### src/rtl/fft_frame_ctrl_pkg.sv
// Shared types and defaults for the FFT frame sequencer.
package fft_ctrl_pkg;

  typedef enum logic [1:0] {
    StIdle,
    StClr,
    StFill,
    StWait
  } state_e;

  localparam int unsigned DefDataW   = 12;
  localparam int unsigned DefIdxW    = 8;
  localparam int unsigned DefFftLen  = 256;
  localparam int unsigned DefTimeout = 1024;
  localparam int unsigned FRAME_CNT_W = 16;

endpackage

### src/rtl/fft_frame_ctrl_if.sv
// Control, ADC, FFT-core and result signals of the frame sequencer.
interface fft_frame_ctrl_if
  import fft_ctrl_pkg::*;
#(
  parameter int unsigned DATA_W = DefDataW,
  parameter int unsigned IDX_W  = DefIdxW
) ();

  logic                   start;
  logic                   cont_mode;
  logic                   abort;
  logic                   clr_flags;
  logic                   adc_valid;
  logic [DATA_W-1:0]      adc_data;
  logic                   fft_reset;
  logic                   fft_ce;
  logic [DATA_W-1:0]      fft_rx_in;
  logic                   fft_valid_out;
  logic [IDX_W-1:0]       fft_index_max;
  logic                   res_valid;
  logic                   res_ready;
  logic [IDX_W-1:0]       res_idx;
  logic                   busy;
  logic                   overrun;
  logic                   timeout_err;
  logic [FRAME_CNT_W-1:0] frame_cnt;

  modport master (
    output start, cont_mode, abort, clr_flags, adc_valid, adc_data,
    output fft_valid_out, fft_index_max, res_ready,
    input  fft_reset, fft_ce, fft_rx_in, res_valid, res_idx,
    input  busy, overrun, timeout_err, frame_cnt
  );

  modport slave (
    input  start, cont_mode, abort, clr_flags, adc_valid, adc_data,
    input  fft_valid_out, fft_index_max, res_ready,
    output fft_reset, fft_ce, fft_rx_in, res_valid, res_idx,
    output busy, overrun, timeout_err, frame_cnt
  );

endinterface

### src/rtl/fft_frame_ctrl_result_slot.sv
// Single-entry result register with ready/valid output and sticky overrun flag.
module fft_result_slot #(
  parameter int unsigned IDX_W = 8
) (
  input  logic             clk_in,
  input  logic             reset_n,
  input  logic             i_load,
  input  logic [IDX_W-1:0] i_idx,
  input  logic             i_ready,
  input  logic             i_clr_flags,
  output logic             o_valid,
  output logic [IDX_W-1:0] o_idx,
  output logic             o_overrun
);

  logic             r_valid;
  logic [IDX_W-1:0] r_idx;
  logic             r_overrun;

  always_ff @(posedge clk_in or negedge reset_n) begin
    if (!reset_n) begin
      r_valid   <= 1'b0;
      r_idx     <= '0;
      r_overrun <= 1'b0;
    end else begin
      if (i_load) begin
        r_valid <= 1'b1;
        r_idx   <= i_idx;
      end else if (r_valid && i_ready) begin
        r_valid <= 1'b0;
      end
      // An unread result being replaced is an overrun; a same-cycle accept is not.
      if (i_load && r_valid && !i_ready) begin
        r_overrun <= 1'b1;
      end else if (i_clr_flags) begin
        r_overrun <= 1'b0;
      end
    end
  end

  assign o_valid   = r_valid;
  assign o_idx     = r_idx;
  assign o_overrun = r_overrun;

endmodule

### src/rtl/fft_frame_ctrl.sv
// Frame sequencer for the peak-bin FFT core: fill, flush, capture, publish.
// Optional FFT_FRAME_CTRL_STABLE_EN publishes only when two consecutive frames agree.
module fft_frame_ctrl
  import fft_ctrl_pkg::*;
#(
  parameter int unsigned DATA_W  = DefDataW,
  parameter int unsigned IDX_W   = DefIdxW,
  parameter int unsigned FFT_LEN = DefFftLen,
  parameter int unsigned TIMEOUT = DefTimeout
) (
  input  logic          clk_in,
  input  logic          reset_n,
  fft_frame_ctrl_if.slave bus
);

  localparam int unsigned SampW = $clog2(FFT_LEN);
  localparam int unsigned WaitW = $clog2(TIMEOUT);
  localparam logic [SampW-1:0] SampLast = SampW'(FFT_LEN - 1);
  localparam logic [WaitW-1:0] WaitLast = WaitW'(TIMEOUT - 1);

  state_e                 r_state, w_state_nxt;
  logic [SampW-1:0]       r_samp_cnt, w_samp_nxt;
  logic [WaitW-1:0]       r_wait_cnt, w_wait_nxt;
  logic                   r_ce, w_ce_nxt;
  logic [DATA_W-1:0]      r_rx, w_rx_nxt;
  logic [FRAME_CNT_W-1:0] r_frame_cnt;
  logic                   r_timeout_err;
  logic                   w_capture;
  logic                   w_timeout;
  logic                   w_publish;

  always_ff @(posedge clk_in or negedge reset_n) begin
    if (!reset_n) begin
      r_state <= StIdle;
    end else begin
      r_state <= w_state_nxt;
    end
  end

  always_comb begin
    w_state_nxt = r_state;
    w_capture   = 1'b0;
    w_timeout   = 1'b0;
    if (bus.abort) begin
      w_state_nxt = StIdle;
    end else begin
      unique case (r_state)
        StIdle: if (bus.start || bus.cont_mode) w_state_nxt = StClr;
        StClr:  w_state_nxt = StFill;
        StFill: if (bus.adc_valid && (r_samp_cnt == SampLast)) w_state_nxt = StWait;
        StWait: begin
          if (bus.fft_valid_out) begin
            w_capture   = 1'b1;
            w_state_nxt = bus.cont_mode ? StClr : StIdle;
          end else if (r_wait_cnt == WaitLast) begin
            w_timeout   = 1'b1;
            w_state_nxt = StIdle;
          end
        end
        default: w_state_nxt = StIdle;
      endcase
    end
  end

  // Core-facing outputs are registered one cycle behind the sample stream.
  always_comb begin
    w_samp_nxt = r_samp_cnt;
    w_wait_nxt = '0;
    w_ce_nxt   = 1'b0;
    w_rx_nxt   = r_rx;
    if (bus.abort) begin
      w_samp_nxt = '0;
      w_rx_nxt   = '0;
    end else begin
      case (r_state)
        StIdle: w_rx_nxt = '0;
        StClr: begin
          w_samp_nxt = '0;
          w_rx_nxt   = '0;
        end
        StFill: begin
          if (bus.adc_valid) begin
            w_samp_nxt = r_samp_cnt + 1'b1;
            w_rx_nxt   = bus.adc_data;
            w_ce_nxt   = 1'b1;
          end
        end
        StWait: begin
          w_wait_nxt = r_wait_cnt + 1'b1;
          w_ce_nxt   = (w_state_nxt == StWait);
          w_rx_nxt   = '0;
        end
        default: w_rx_nxt = '0;
      endcase
    end
  end

  always_ff @(posedge clk_in or negedge reset_n) begin
    if (!reset_n) begin
      r_samp_cnt    <= '0;
      r_wait_cnt    <= '0;
      r_ce          <= 1'b0;
      r_rx          <= '0;
      r_frame_cnt   <= '0;
      r_timeout_err <= 1'b0;
    end else begin
      r_samp_cnt <= w_samp_nxt;
      r_wait_cnt <= w_wait_nxt;
      r_ce       <= w_ce_nxt;
      r_rx       <= w_rx_nxt;
      if (w_capture) r_frame_cnt <= r_frame_cnt + 1'b1;
      if (w_timeout) begin
        r_timeout_err <= 1'b1;
      end else if (bus.clr_flags) begin
        r_timeout_err <= 1'b0;
      end
    end
  end

`ifdef FFT_FRAME_CTRL_STABLE_EN
  logic [IDX_W-1:0] r_last_idx;
  logic             r_last_vld;

  always_ff @(posedge clk_in or negedge reset_n) begin
    if (!reset_n) begin
      r_last_idx <= '0;
      r_last_vld <= 1'b0;
    end else if (bus.abort) begin
      r_last_vld <= 1'b0;
    end else if (w_capture) begin
      r_last_idx <= bus.fft_index_max;
      r_last_vld <= 1'b1;
    end
  end

  assign w_publish = w_capture && r_last_vld && (bus.fft_index_max == r_last_idx);
`else
  assign w_publish = w_capture;
`endif

  fft_result_slot #(
    .IDX_W (IDX_W)
  ) u_slot (
    .clk_in      (clk_in),
    .reset_n     (reset_n),
    .i_load      (w_publish),
    .i_idx       (bus.fft_index_max),
    .i_ready     (bus.res_ready),
    .i_clr_flags (bus.clr_flags),
    .o_valid     (bus.res_valid),
    .o_idx       (bus.res_idx),
    .o_overrun   (bus.overrun)
  );

  always_comb begin
    bus.fft_reset   = (r_state == StClr);
    bus.busy        = (r_state != StIdle);
    bus.fft_ce      = r_ce;
    bus.fft_rx_in   = r_rx;
    bus.timeout_err = r_timeout_err;
    bus.frame_cnt   = r_frame_cnt;
  end

endmodule
### src/flat_wrapper.sv
// flat-port wrapper written by rule: the top's interface ports become plain ports
module fft_frame_ctrl_flat import fft_ctrl_pkg::*;
#(
  parameter int unsigned DATA_W  = DefDataW,
  parameter int unsigned IDX_W   = DefIdxW,
  parameter int unsigned FFT_LEN = DefFftLen,
  parameter int unsigned TIMEOUT = DefTimeout
)
  (clk_in, reset_n, bus_start, bus_cont_mode, bus_abort, bus_clr_flags, bus_adc_valid, bus_adc_data, bus_fft_valid_out, bus_fft_index_max, bus_res_ready, bus_fft_reset, bus_fft_ce, bus_fft_rx_in, bus_res_valid, bus_res_idx, bus_busy, bus_overrun, bus_timeout_err, bus_frame_cnt);
  fft_frame_ctrl_if #(.DATA_W(DATA_W), .IDX_W(IDX_W)) bus_i ();
  input  logic clk_in;
  input  logic reset_n;
  input wire logic [$bits(bus_i.start)-1:0] bus_start;
  input wire logic [$bits(bus_i.cont_mode)-1:0] bus_cont_mode;
  input wire logic [$bits(bus_i.abort)-1:0] bus_abort;
  input wire logic [$bits(bus_i.clr_flags)-1:0] bus_clr_flags;
  input wire logic [$bits(bus_i.adc_valid)-1:0] bus_adc_valid;
  input wire logic [$bits(bus_i.adc_data)-1:0] bus_adc_data;
  input wire logic [$bits(bus_i.fft_valid_out)-1:0] bus_fft_valid_out;
  input wire logic [$bits(bus_i.fft_index_max)-1:0] bus_fft_index_max;
  input wire logic [$bits(bus_i.res_ready)-1:0] bus_res_ready;
  output wire logic [$bits(bus_i.fft_reset)-1:0] bus_fft_reset;
  output wire logic [$bits(bus_i.fft_ce)-1:0] bus_fft_ce;
  output wire logic [$bits(bus_i.fft_rx_in)-1:0] bus_fft_rx_in;
  output wire logic [$bits(bus_i.res_valid)-1:0] bus_res_valid;
  output wire logic [$bits(bus_i.res_idx)-1:0] bus_res_idx;
  output wire logic [$bits(bus_i.busy)-1:0] bus_busy;
  output wire logic [$bits(bus_i.overrun)-1:0] bus_overrun;
  output wire logic [$bits(bus_i.timeout_err)-1:0] bus_timeout_err;
  output wire logic [$bits(bus_i.frame_cnt)-1:0] bus_frame_cnt;
  assign bus_i.start = bus_start;
  assign bus_i.cont_mode = bus_cont_mode;
  assign bus_i.abort = bus_abort;
  assign bus_i.clr_flags = bus_clr_flags;
  assign bus_i.adc_valid = bus_adc_valid;
  assign bus_i.adc_data = bus_adc_data;
  assign bus_i.fft_valid_out = bus_fft_valid_out;
  assign bus_i.fft_index_max = bus_fft_index_max;
  assign bus_i.res_ready = bus_res_ready;
  assign bus_fft_reset = bus_i.fft_reset;
  assign bus_fft_ce = bus_i.fft_ce;
  assign bus_fft_rx_in = bus_i.fft_rx_in;
  assign bus_res_valid = bus_i.res_valid;
  assign bus_res_idx = bus_i.res_idx;
  assign bus_busy = bus_i.busy;
  assign bus_overrun = bus_i.overrun;
  assign bus_timeout_err = bus_i.timeout_err;
  assign bus_frame_cnt = bus_i.frame_cnt;
  fft_frame_ctrl #(.DATA_W(DATA_W), .IDX_W(IDX_W), .FFT_LEN(FFT_LEN), .TIMEOUT(TIMEOUT)) u_core (.clk_in(clk_in), .reset_n(reset_n), .bus(bus_i));
endmodule
### config.mk
export PLATFORM = sky130hd
export DESIGN_NAME = fft_frame_ctrl_flat
export DESIGN_NICKNAME = d
export VERILOG_FILES = /design/src/rtl/fft_frame_ctrl_pkg.sv /design/src/rtl/fft_frame_ctrl_if.sv /design/src/rtl/fft_frame_ctrl_result_slot.sv /design/src/rtl/fft_frame_ctrl.sv /design/src/flat_wrapper.sv
export SDC_FILE = /design/constraint.sdc
export NUM_CORES = 1
export LEC_CHECK = 0
export BUFFER_PORTS_ARGS = -buffer_cell sky130_fd_sc_hd__buf_2
export CORE_MARGIN = 5
export CORE_UTILIZATION = 47
export DETAILED_ROUTE_END_ITERATION = 10
export MAX_ROUTING_LAYER = met4
export PLACE_DENSITY = 0.75
export SETUP_SLACK_MARGIN = 0.2
export SLEW_MARGIN = 25
export SYNTH_ARGS = -nofsm -noshare
export SYNTH_HDL_FRONTEND = slang
export SYNTH_HIERARCHICAL = 1
export SYNTH_SLANG_ARGS = --single-unit
export TNS_END_PERCENT = 1
### constraint.sdc
create_clock -name clk_in -period 1.49 [get_ports clk_in]
set_input_delay 0.298 -clock clk_in [delete_from_list [all_inputs] [get_ports clk_in]]
set_output_delay 0.298 -clock clk_in [all_outputs]
set_load 0.02 [all_outputs]
==> metrics.txt, run 1 <==
status=finished, violations left; failing checks=setup timing; area leader, netlist=dfrtp_1; CTS tree=yes; vias=2152; reg-to-reg critical path endpoint=u_core/bus.frame_cnt[15]; min-delay src=bus_clr_flags; Tmin final=1.53 ns; Max Fclk=0.652 GHz; Die Wd=85.9 µm; leakage=0.00190 µW; DRC viols=0; largest net degree at the start of global routing=61; Crit path required time=1.73 ns; Routed WL per cell=14.4 µm; H-tree levels=3; RR Startpoint=u_core/r_state[0]; share of layout cells above drive strength 1=0.461; antenna diode count=0; Die Footprint=7380 µm²; Max Slew Vio Count=0; most common cell in the netlist=dfrtp_1; Crit path arrival time=1.77 ns; final number of setup-violating endpoints=2; CP Capture Type=flip-flop; first-pass GRT wire length=9890 µm; Port Buffers=70; vias in the first global route=2244; Clock Path Buffers=2; global placer's final weighted congestion=0.795; post-synthesis cell count=242; MaxCap Viol Count=0; clock sinks=60; initial antenna violation count=0; Routed WL=6050 µm; Worst Max-Slew Pin Slew=0.304 ns; Final Hold Viols=0; Reg clk slew, reported paths=0.06 ns; Synth top area share=0.555; via/cell ratio=5.11; gr ovfl total=0; Detailed Place HPWL=4030 µm; core area=5540 µm²; DRT iter0 DRCs=119; syn avg cell area=11.2 µm²; Post-synth EDFFs=0; Hold Crit Depth=2; ranking of synthesized cells by area=dfrtp_1, nor2_1, mux2i_1, mux2_4, xor2_1; worst min path class=input port to flip-flop; DIE HEIGHT=85.9 µm; first-pass iteration count of the detailed router=4; Hold Path End=u_core/bus.timeout_err; r2r setup slk=-0.04 ns; Power Dens Cells=1050 nW/µm²; root buffer cell=clkbuf_8; Post-Syn Area=2710 µm²; Tcrit/Tclk final=1.03; Yosys reg bits=60; Primary FF master, synth=dfrtp_1; CP Max Fanout=6; Synth async-reset ratio=1.00; starting density of the core=0.489; critical path type=flip-flop to flip-flop; total power=3960 µW; Clock Latency Late Sink=0.32 ns; cts bufs inserted=9; R2R depth=5; Slew HR=0.796; synth warn=6; # rows=27; Ports=71; startpoint types=flip-flop; Max Clock Skew=0.00740 ns; number of routed nets with antenna violations=0; RSZ-0062 raised after global routing=true; distinct cell type count after synthesis=40; Commonest cells post-synth=dfrtp_1, nor2_1, nand2_1; Synthesized Nets=274; area grow syn2layout=39.5%; Setup WS post-layout=-0.0439 ns; post-synthesis sequential area ratio=0.555; hold slack=0.190 ns; Worst VDD drop=0.868 mV; Nets=376; Total GRT Usage=0.175
## worst max path at each step
stage / slack [ns] / start / to / depth (start not counted)
floorplan: 0.03 / u_core/r_state[0] / u_core/r_samp_cnt[4] / 4
global placement: 0.02 / bus_abort / u_core/bus.frame_cnt[15] / 5
detailed placement: -0.01 / bus_abort / u_core/bus.frame_cnt[15] / 5
CTS: -0.01 / u_core/r_state[1] / bus_fft_reset / 2
global route: -0.15 / u_core/r_state[0] / u_core/bus.frame_cnt[15] / 5
finish: -0.04 / u_core/r_state[0] / u_core/bus.frame_cnt[15] / 5
## area by class of cell
cell class	instances	area (µm²)
Sequential cell	60	1510
Tap cell	72	90.1
Inverter	13	51.3
Multi-Input combinational cell	162	1290
Clock buffer	15	176
Timing Repair Buffer	98	657
Clock inverter	1	5.00
Fill cell	430	1760
## cell families after synthesis
group                    count (synthesis)  share of synthesized area
AO/OA/AOI/OAI                           23                     0.0536
XOR/XNOR                                23                     0.0744
adder cells (fa/ha/maj)                  3                     0.0139
buffers and inverters                   20                     0.0337
flip-flops                              60                      0.555
multiplexers                            20                     0.0887
AND/OR/NAND/NOR                         93                      0.181
## flip-flops by register name, indices dropped and copies added (netlist names)
name and count:
u_core/bus.timeout_err 1, u_core/u_slot/o_valid 1, u_core/bus.fft_rx_in 12, u_core/r_wait_cnt 10
u_core/r_state 2, u_core/u_slot/o_overrun 1, u_core/r_samp_cnt 8, u_core/u_slot/o_idx 8
u_core/bus.fft_ce 1, u_core/bus.frame_cnt 16
## timing repair
| action | CTS | global route |
|---|---|---|
| buffers inserted | 3 | 4 |
| pin swaps | 28 | 17 |
| endpoints found under the setup margin | 52 | 56 |
| hold endpoints to repair | 60 | 0 |
| gates resized for setup | 45 | 17 |
| hold buffers | 1 | 0 |
| gates cloned | 0 | 0 |
## through the flow
stage | worst slack [ns] | utilization | instance area, µm² | instances | TNS (ns)
4_1_cts | -0.0134 | 0.662 | 3670 | 417 | -0.0134
3_3_place_gp | 0.0249 | 0.596 | 3300 | 397 | 0
5_1_grt | -0.145 | 0.682 | 3780 | 421 | -1.36
6_report | -0.0439 | 0.682 | 3780 | 421 | -0.0493
3_5_place_dp | -0.0139 | 0.596 | 3300 | 397 | -0.0271
2_1_floorplan | 0.0339 | - | 2740 | 242 | 0
## placed cells by master (no fill, tap or decap), drive strengths merged, types with 7 or more instances in the layout
master,n
inv,13
nand3,9
o21ai,11
xor2,12
nand2,17
clkbuf,15
mux2i,12
mux2,8
xnor2,11
dfrtp,60
nor2,33
buf,97
nand4,7
nor3,7
## power breakdown
part | total [µW] | switching [µW] | internal, µW
Clock | 1300 | 563 | 740
Combinational | 802 | 410 | 392
Sequential | 1850 | 96.3 | 1760
## metal layers
layer | track usage | up-vias | routed length (µm)
li1 | - | 1029 | -
met3 | 0.0605 | 5 | 496
met1 | 0.219 | 1032 | 2670
met4 | 0.0504 | 0 | 39
met2 | 0.269 | 86 | 2840
met5 | - | - | 0
## worst max-delay path, cell delays in order, from the launching register on
cell and delay [ns]:
dfrtp_2 0.40, buf_6 0.11, nand4b_4 0.10, or3_4 0.48, nor4_4 0.17, xor2_1 0.19
Power figures use the tool's default switching activity.
==> run 2, diff against run 1 <==
--- a/config.mk
+++ b/config.mk
@@ -6,11 +6,13 @@
 export NUM_CORES = 1
 export LEC_CHECK = 0
 export BUFFER_PORTS_ARGS = -buffer_cell sky130_fd_sc_hd__buf_2
+export CORE_ASPECT_RATIO = 1.75
 export CORE_MARGIN = 5
 export CORE_UTILIZATION = 47
 export DETAILED_ROUTE_END_ITERATION = 10
+export GPL_TIMING_DRIVEN = 0
 export MAX_ROUTING_LAYER = met4
-export PLACE_DENSITY = 0.75
+export PLACE_DENSITY = 0.82
 export SETUP_SLACK_MARGIN = 0.2
 export SLEW_MARGIN = 25
 export SYNTH_ARGS = -nofsm -noshare
==> metrics.txt, run 2 (synthesized netlist as in run 1, its figures left out) <==
commonest cells after routing, fill and taps aside=buf_2, dfrtp_1, nor2_1, nand2_1, inv_1; clock share of power=0.384; vias=2086; combinational fraction of design power=0.164; vias in the first global route=2110; leakage=0.00181 µW; Clock Path Buffers=2; Detailed Place HPWL=3900 µm; clock sinks=60; Die Wd=67.4 µm; DIE HEIGHT=110 µm; MaxCap Viol Count=0; reg-to-reg critical path endpoint=u_core/r_samp_cnt[4]; slowest cell delay on critical path=0.45 ns; CTS tree=yes; Max Clock Skew=0.00696 ns; end of the critical path=u_core/r_samp_cnt[4]; WP depth=4; WP buf/inv=1; Port Buffers=69; root buffer cell=clkbuf_8; Reg clk slew, reported paths=0.06 ns; Worst Max-Slew Pin Slew=0.723 ns; DP Worst Slack=-0.115 ns; worst min path class=input port to async pin; DRC viols=0; RR Startpoint=u_core/r_state[0]; Die Footprint=7440 µm²; share of layout cells above drive strength 1=0.390; Fillers=504; power share of the sequential group=0.452; Slowest cell on crit path=dfrtp_2; Power Dens Cells=1170 nW/µm²; Top delay family on crit path=simple AND/OR/NAND/NOR gates; CP Max Fanout=7; Setup TNS=-0.0580 ns; final number of setup-violating endpoints=3; via/cell ratio=5.10; Pint=3050 µW; Routed WL per cell=13.0 µm; largest net degree at the start of global routing=61; Crit path required time=1.75 ns; Routed WL=5320 µm; antenna diode count=0; number of routed nets with antenna violations=0; Max Fclk=0.657 GHz; Slew HR=0.518; Setup WS post-layout=-0.0322 ns; Tcrit/Tclk final=1.02; first-pass GRT wire length=8800 µm; area grow syn2layout=29.5%; hold slack=0.0211 ns; status=finished, violations left; Net Sw Frac=0.256; initial antenna violation count=0; hold buffers post-CTS=0; H-tree levels=3; commonest non-fill, non-tap cell in the layout=buf_2; critical path type=flip-flop to flip-flop; Worst Setup SP=u_core/r_state[0]; failing checks=setup timing; max reg flops=16; NetSw=1050 µW; startpoint types=flip-flop; r2r setup slk=-0.03 ns; Crit path arrival time=1.78 ns; R2R depth=4; CP Capture Type=flip-flop; Tmin final=1.52 ns; Nets=360; core area=5590 µm²; cts bufs inserted=9; Clock Latency Late Sink=0.32 ns; Final Hold Viols=0; DRT iter0 DRCs=60; Final Instance Area=3510 µm²; starting density of the core=0.485; Total GRT Usage=0.156; Placed Area=3180 µm²; Ports=71; Worst VDD drop=0.992 mV; # rows=36; crit path cell chain=or3b_4 > buf_6 > or4_1 > nand2_1; Max Slew Vio Count=0; global placer's final weighted congestion=0.779; gr ovfl total=0; first-pass iteration count of the detailed router=6; RSZ-0062 raised after global routing=true
==> run 2: cell types whose count changed in the layout (fill, tap and decap cells not counted), moves of 3 or more <==
cell	before	now
buf_2	65	68
nor2_1	28	31
nor2_4	4	1
o21ai_0	7	10
buf_4	15	7
nand2_2	3	0
buf_6	15	4
nand2_1	14	17
==> run 2: worst min-delay path by stage <==
stage | startpoint | end | slack (ns) | cells past startpoint
2_1_floorplan | reset_n | u_core/bus.fft_ce | 0.002 | 0
3_3_place_gp | u_core/bus.frame_cnt[15] | u_core/bus.frame_cnt[15] | 0.45 | 1
3_5_place_dp | reset_n | u_core/r_wait_cnt[4] | 0.41 | 1
4_1_cts | reset_n | u_core/r_wait_cnt[4] | 0.04 | 1
5_1_grt | reset_n | u_core/r_wait_cnt[5] | 0.08 | 1
6_report | reset_n | u_core/r_wait_cnt[4] | 0.02 | 1
==> run 2: cell type report <==
| type | instances | area (µm²) | area share |
|---|---|---|---|
| Inverter | 13 | 48.8 | 0.0139 |
| Buffer | 7 | 55.1 | 0.0157 |
| Timing Repair Buffer | 75 | 399 | 0.114 |
| Tap cell | 76 | 95.1 | 0.0271 |
| Sequential cell | 60 | 1510 | 0.431 |
| Multi-Input combinational cell | 162 | 1180 | 0.336 |
| Clock inverter | 4 | 72.6 | 0.0207 |
| Clock buffer | 12 | 145 | 0.0414 |
==> run 2: through the flow <==
| step | util | instances | power, µW |
|---|---|---|---|
| floorplan | - | 242 | 2270 |
| global placement | 0.569 | 387 | 2500 |
| detailed placement | 0.569 | 387 | 2520 |
| CTS | 0.623 | 409 | 4140 |
| global route | 0.628 | 409 | 4310 |
| finish | 0.628 | 409 | 4100 |
==> run 2: power groups by stage <==
stage	combinational, µW	sequential [µW]	clock, µW
2_1_floorplan	257	2010	0
3_3_place_gp	623	1880	0
3_5_place_dp	633	1880	0
4_1_cts	673	1860	1610
5_1_grt	727	1870	1710
6_report	671	1850	1570
==> run 2: worst register-to-register path, cell delays in order (launching register included) <==
cell and delay (ns):
dfrtp_2 0.45, or3b_4 0.41, buf_6 0.14, or4_1 0.39, nand2_1 0.07
==> run 2: repair_timing <==
item | 4_1_cts | 5_1_grt
buffers inserted | 6 | 0
resized for setup | 14 | 8
setup endpoints to repair | 44 | 58
pin swaps | 8 | 1
==> run 2: metal layers <==
metal  global-route usage  up-vias  part of all wire
li1                     -     1006                 -
met1                0.176     1004              0.41
met2                0.252       71              0.51
met3               0.0518        5             0.065
met4               0.0556        0             0.011
met5                    -        -                 0
